File: config.mk
export PLATFORM = sky130hd
export DESIGN_NAME = uart_tx_fifo_serializer
export DESIGN_NICKNAME = d
export VERILOG_FILES = /design/src/rtl/uart_tx_fifo_serializer.sv
export SDC_FILE = /design/constraint.sdc
export NUM_CORES = 1
export LEC_CHECK = 0
export ABC_AREA = 1
export BUFFER_PORTS_ARGS = -buffer_cell sky130_fd_sc_hd__buf_2
export CAP_MARGIN = 40
export CELL_PAD_IN_SITES_DETAIL_PLACEMENT = 0
export CELL_PAD_IN_SITES_GLOBAL_PLACEMENT = 1
export CORE_MARGIN = 4
export CORE_UTILIZATION = 41
export CTS_CLUSTER_DIAMETER = 80
export CTS_CLUSTER_SIZE = 16
export DETAILED_ROUTE_END_ITERATION = 8
export PLACE_DENSITY = 0.82
export SLEW_MARGIN = 25
export SYNTH_ARGS = -nofsm -noshare
export SYNTH_HDL_FRONTEND = slang
export SYNTH_SLANG_ARGS = --single-unit
File: constraint.sdc
create_clock -name Clock -period 2.05 [get_ports Clock]
set_input_delay 0.205 -clock Clock [delete_from_list [all_inputs] [get_ports Clock]]
set_output_delay 0.205 -clock Clock [all_outputs]
set_load 0.005 [all_outputs]
File: src/rtl/uart_tx_fifo_serializer.sv
// uart_tx_fifo_serializer: FIFO-buffered UART transmitter; define UART_TX_PARITY_EN to add a parity bit per frame
module uart_tx_fifo_serializer #(
  parameter int DATA_WIDTH = 8,
  parameter int STOP_BITS  = 1,
  parameter int FIFO_DEPTH = 4,
  parameter int PARITY_ODD = 0
) (
  input  logic                          Clock,
  input  logic                          Resetn,
  input  logic                          TX_clock_enable,
  input  logic                          Write_en,
  input  logic [DATA_WIDTH-1:0]         TX_data,
  output logic                          Full,
  output logic                          Empty,
  output logic                          Overflow,
  output logic [$clog2(FIFO_DEPTH):0]   Fill_level,
  output logic                          UART_TX_O
);
  localparam int AW = $clog2(FIFO_DEPTH);
  if (DATA_WIDTH < 5 || DATA_WIDTH > 8 || STOP_BITS < 1 || STOP_BITS > 2 || FIFO_DEPTH < 2 ||
      (FIFO_DEPTH & (FIFO_DEPTH - 1)) != 0 || PARITY_ODD < 0 || PARITY_ODD > 1) begin : g_bad_params
    $error("uart_tx_fifo_serializer: illegal parameter set");
  end
  typedef enum logic [2:0] {
    S_IDLE   = 3'd0,
    S_START  = 3'd1,
    S_DATA   = 3'd2,
`ifdef UART_TX_PARITY_EN
    S_PARITY = 3'd3,
`endif
    S_STOP   = 3'd4
  } state_t;
  state_t state_q, state_d;
  logic [DATA_WIDTH-1:0] mem_q [FIFO_DEPTH];
  logic [DATA_WIDTH-1:0] shift_q, shift_d;
  logic [AW-1:0] wr_ptr_q, rd_ptr_q;
  logic [AW:0] count_q, count_d;
  logic [2:0] cnt_q, cnt_d;
  logic tx_q, tx_d, full_q, ovf_q, push, pop;
`ifdef UART_TX_PARITY_EN
  logic par_q, par_d;
`endif
  assign push = Write_en && !full_q;
  assign count_d = count_q + (AW+1)'(push) - (AW+1)'(pop);
  assign Full = full_q;
  assign Overflow = ovf_q;
  assign Fill_level = count_q;
  assign UART_TX_O = tx_q;
  assign Empty = (count_q == '0) && (state_q == S_IDLE);
  // FIFO storage: no reset needed, occupancy is tracked by the pointers
  always_ff @(posedge Clock) begin
    if (push) mem_q[wr_ptr_q] <= TX_data;
  end
  // FIFO pointers, occupancy and flags; a write while full is dropped even if a pop frees space
  always_ff @(posedge Clock) begin
    if (!Resetn) begin
      wr_ptr_q <= '0;
      rd_ptr_q <= '0;
      count_q <= '0;
      full_q <= 1'b0;
      ovf_q <= 1'b0;
    end else begin
      if (push) wr_ptr_q <= wr_ptr_q + AW'(1);
      if (pop) rd_ptr_q <= rd_ptr_q + AW'(1);
      count_q <= count_d;
      full_q <= count_d == (AW+1)'(FIFO_DEPTH);
      ovf_q <= Write_en && full_q;
    end
  end
  // Serializer state register; the line is registered so it idles high straight out of reset
  always_ff @(posedge Clock) begin
    if (!Resetn) begin
      state_q <= S_IDLE;
      shift_q <= '0;
      cnt_q <= '0;
      tx_q <= 1'b1;
`ifdef UART_TX_PARITY_EN
      par_q <= 1'b0;
`endif
    end else begin
      state_q <= state_d;
      shift_q <= shift_d;
      cnt_q <= cnt_d;
      tx_q <= tx_d;
`ifdef UART_TX_PARITY_EN
      par_q <= par_d;
`endif
    end
  end
  // Next state and line value, advancing only on baud ticks; the last stop tick may load the next word directly
  always_comb begin
    state_d = state_q;
    shift_d = shift_q;
    cnt_d = cnt_q;
    tx_d = tx_q;
    pop = 1'b0;
`ifdef UART_TX_PARITY_EN
    par_d = par_q;
`endif
    if (TX_clock_enable) begin
      case (state_q)
        S_IDLE: begin
          tx_d = 1'b1;
          pop = count_q != '0;
          state_d = pop ? S_START : S_IDLE;
        end
        S_START: begin
          tx_d = 1'b0;
          state_d = S_DATA;
        end
        S_DATA: begin
          tx_d = shift_q[0];
          shift_d = shift_q >> 1;
          cnt_d = cnt_q + 3'd1;
          if (cnt_q == 3'(DATA_WIDTH - 1)) begin
            cnt_d = '0;
`ifdef UART_TX_PARITY_EN
            state_d = S_PARITY;
`else
            state_d = S_STOP;
`endif
          end
        end
`ifdef UART_TX_PARITY_EN
        S_PARITY: begin
          tx_d = par_q;
          state_d = S_STOP;
        end
`endif
        S_STOP: begin
          tx_d = 1'b1;
          cnt_d = cnt_q + 3'd1;
          if (cnt_q == 3'(STOP_BITS - 1)) begin
            cnt_d = '0;
            pop = count_q != '0;
            state_d = pop ? S_START : S_IDLE;
          end
        end
        default: begin
          tx_d = 1'b1;
          state_d = S_IDLE;
        end
      endcase
    end
    if (pop) begin
      shift_d = mem_q[rd_ptr_q];
      cnt_d = '0;
`ifdef UART_TX_PARITY_EN
      par_d = (^mem_q[rd_ptr_q]) ^ 1'(PARITY_ODD);
`endif
    end
  end
endmodule

==> impl_metrics.yaml <==
clock_network:
  path_clk_slew_ps: 70
  htree_levels: 3
  clkLatencyLatePin_ps: 340
  cts_tree: "yes"
  hold_buffers: 0
  cts_sinks: 58
  root_buffer: "clkbuf_8"
  cts_max_path_buffers: 2
  cts_buffers: 9
layout:
  drive_above_1_share_pct: 22.0
  fillCellCount: 590
  area_growth_pct: 16.6
  register_area_sq_um: 1480
  mostFrequentLayoutCells: "87 x nand2_1, 32 x edfxtp_1, 24 x dfxtp_1"
  diodes: 0
  final_nets: 338
  multi_input_area_sq_um: 983
  layout.cells.non_filler: 397
  fin_util_pct: 49.9
  layout_commonest_cell: "nand2_1"
critical_path:
  critPathSlowestCell: "fa_2"
  worstSetupStartpoint: "cnt_q[1]"
  critical-path-top-delay-family: "adder cells"
  critPathMaxStageDelay_ps: 360
  cp_num_cells: 12
  worstSetupEndpoint: "Full"
  required_ps: 2290
  cp_max_fo: 3
  crit_chain: "inv_2 -> ha_4 -> nand2_4 -> a21oi_2 -> nand2_2 -> nand2_1 -> nand2_2 -> ha_4 -> fa_2 -> o21ai_2 -> nand2_1 -> nor4_2"
  worstRegToRegCells: 12
  r2r_slack_ps: 70
  r2r-end: "Full"
  rr_startpoint: "cnt_q[1]"
  worstPathArrival_ps: 2220
  worstSetupEndpointType: "register"
  cp_num_buf_inv: 1
  start_kind: "register"
  critPathKind: "reg2reg"
die:
  dieArea_sq_um: 7620
  fp.dieW_um: 87.3
  die_h_um: 87.3
  ios: 19
  start_util_pct: 42.8
  design.core.area_sq_um: 6030
  rows: 28
synth:
  synth-seq-area-share_pct: 57.5
  syn_area_per_cell_sq_um: 8.98
  ys_warn_count: 0
  async_flop_share_pct: 0
  synth_ff_type: "edfxtp_1"
  synth-edff-count: 32
  syn_area_sq_um: 2580
  synthDistinctLibCells: 27
  synth_cells: 287
  synth_seq_cells: 58
  synth_fp_nets: 308
routing:
  routedWlPerCell_um: 12.0
  dr.pass1.iters: 4
  drc_errors: 0
  postRouteWirelength_mm: 4.77
  ant_nets: 0
  viasPerCell: 4.68
  vias: 1859
  drtIter0Drc: 90
timing:
  min_period_ps: 1980
  worstMarginPinSlew_ps: 380
  max_slew_margin_pct: 74.7
  setup_viol: 0
  fin_ws_ps: 69.8
  fin_crit_sh_pct: 96.6
  finalHoldViolations: 0
  maxSlewViolCount: 0
  skew_ps: 9.04
  fmax_ghz: 0.505
  rsz0062_at_grt: "yes"
placement:
  numPortBuffers: 18
  dpl_worst_slack_ps: 21.0
  place.gp.congestion: 0.798
  dpl.cell_count: 380
  hpwl_mm: 3.24
flow_run:
  drv_cap: 0
power_and_ir_drop:
  peakVddDrop_mv: 0.670
  leakagePower_uw: 0.00127
  p_per_area_nw_per_um2: 1190
global_routing:
  grt_usage_pct: 13.6
  grt_pass1_wl_mm: 7.87
  grt_pass1_vias: 1764
  grt_antenna_before_repair: 0
  grt_max_degree: 18
  grt_overflow: 0
min_path:
  hold_path.class: "in2reg"
run_status:
  status: "finished clean"
## where the power goes
group	internal, uW	total [uW]	switching, uW
combinational	442	1090	644
sequential	1450	1590	140
clock	432	889	457
total	2320	3560	1240
## per-layer routing
metal | global-route usage (%) | share of wire [%] | vias to the layer above
met3 | 5.49 | 3.5 | 5
met4 | 4.60 | 1.1 | 0
li1 | - | - | 988
met2 | 22.1 | 49 | 26
met5 | 0 | 0 | -
met1 | 16.3 | 46 | 840
## synth_stat cells (3+ instances only)
| library cell | count | share of area (%) |
|---|---|---|
| nand2_2 | 3 | 0.73 |
| nand2_1 | 92 | 13 |
| inv_2 | 5 | 0.73 |
| o21ai_0 | 12 | 2.3 |
| buf_2 | 3 | 0.58 |
| dfxtp_1 | 26 | 20 |
| edfxtp_1 | 32 | 37 |
| nor2_1 | 23 | 3.3 |
| ha_1 | 8 | 3.9 |
| nand3_1 | 21 | 4.1 |
| inv_1 | 25 | 3.6 |
| a21oi_1 | 18 | 3.5 |
## area by class of cell
class / count / share of cell area (%)
timing repair buffer: 27 / 5.25
sequential: 58 / 49.4
clock buffer: 9 / 4.12
clock inverter: 7 / 1.54
inverter: 31 / 3.87
tap: 75 / 3.12
multi-input combinational: 190 / 32.7
## cells by family (layout without fill, tap and decap cells)
kind of cell / Yosys count / in the layout / share of synthesized area [%]
AOI/OAI and AO/OA: 33 / 33 / 6.70
buffers and inverters: 39 / 74 / 6.70
and+or+nand+nor: 148 / 148 / 24.5
adders and majority gates: 9 / 9 / 4.66
DFF: 58 / 58 / 57.5
## through the flow
| step | area (sq um) | power (uW) | hold slack, ps | setup TNS, ps |
|---|---|---|---|---|
| 2_1_floorplan | 2590 | 2340 | 304 | 0 |
| 3_3_place_gp | 2780 | 2590 | 417 | 0 |
| 3_5_place_dp | 2780 | 2600 | 422 | 0 |
| 4_1_cts | 2950 | 3510 | 52.0 | 0 |
| 5_1_grt | 3010 | 3830 | 66.2 | -80.8 |
| 6_report | 3010 | 3560 | 78.7 | 0 |
## how the worst min path moves through the flow
stage	slack, ps	end	from	depth (start not counted)
2_1_floorplan	300	mem_q[0][0]	TX_data[0]	0
3_3_place_gp	420	mem_q[0][0]	TX_data[0]	1
3_5_place_dp	420	mem_q[2][5]	TX_data[5]	1
4_1_cts	50	mem_q[3][5]	TX_data[5]	1
5_1_grt	70	mem_q[2][3]	TX_data[3]	1
6_report	80	mem_q[1][4]	TX_data[4]	1
## worst reg2reg max path: stages (launching register included)
cell	delay, ps
dfxtp_2	330
inv_2	60
ha_4	140
nand2_4	50
a21oi_2	140
nand2_2	70
nand2_1	70
nand2_2	70
ha_4	160
fa_2	360
o21ai_2	60
nand2_1	80
nor4_2	290
## repair_timing
action                     CTS  global route
resized for setup            0            14
pin swaps                    1             8
setup endpoints to repair    1             1
setup buffers                0             1
## flip-flops by register name, indices dropped and copies added (netlist names), named ones only
name        cells
rd_ptr_q        2
Full            1
mem_q          32
shift_q         8
Overflow        1
Fill_level      3
cnt_q           3
state_q         3
wr_ptr_q        2
UART_TX_O       1
Note: power is estimated with default switching activity, not from simulation.
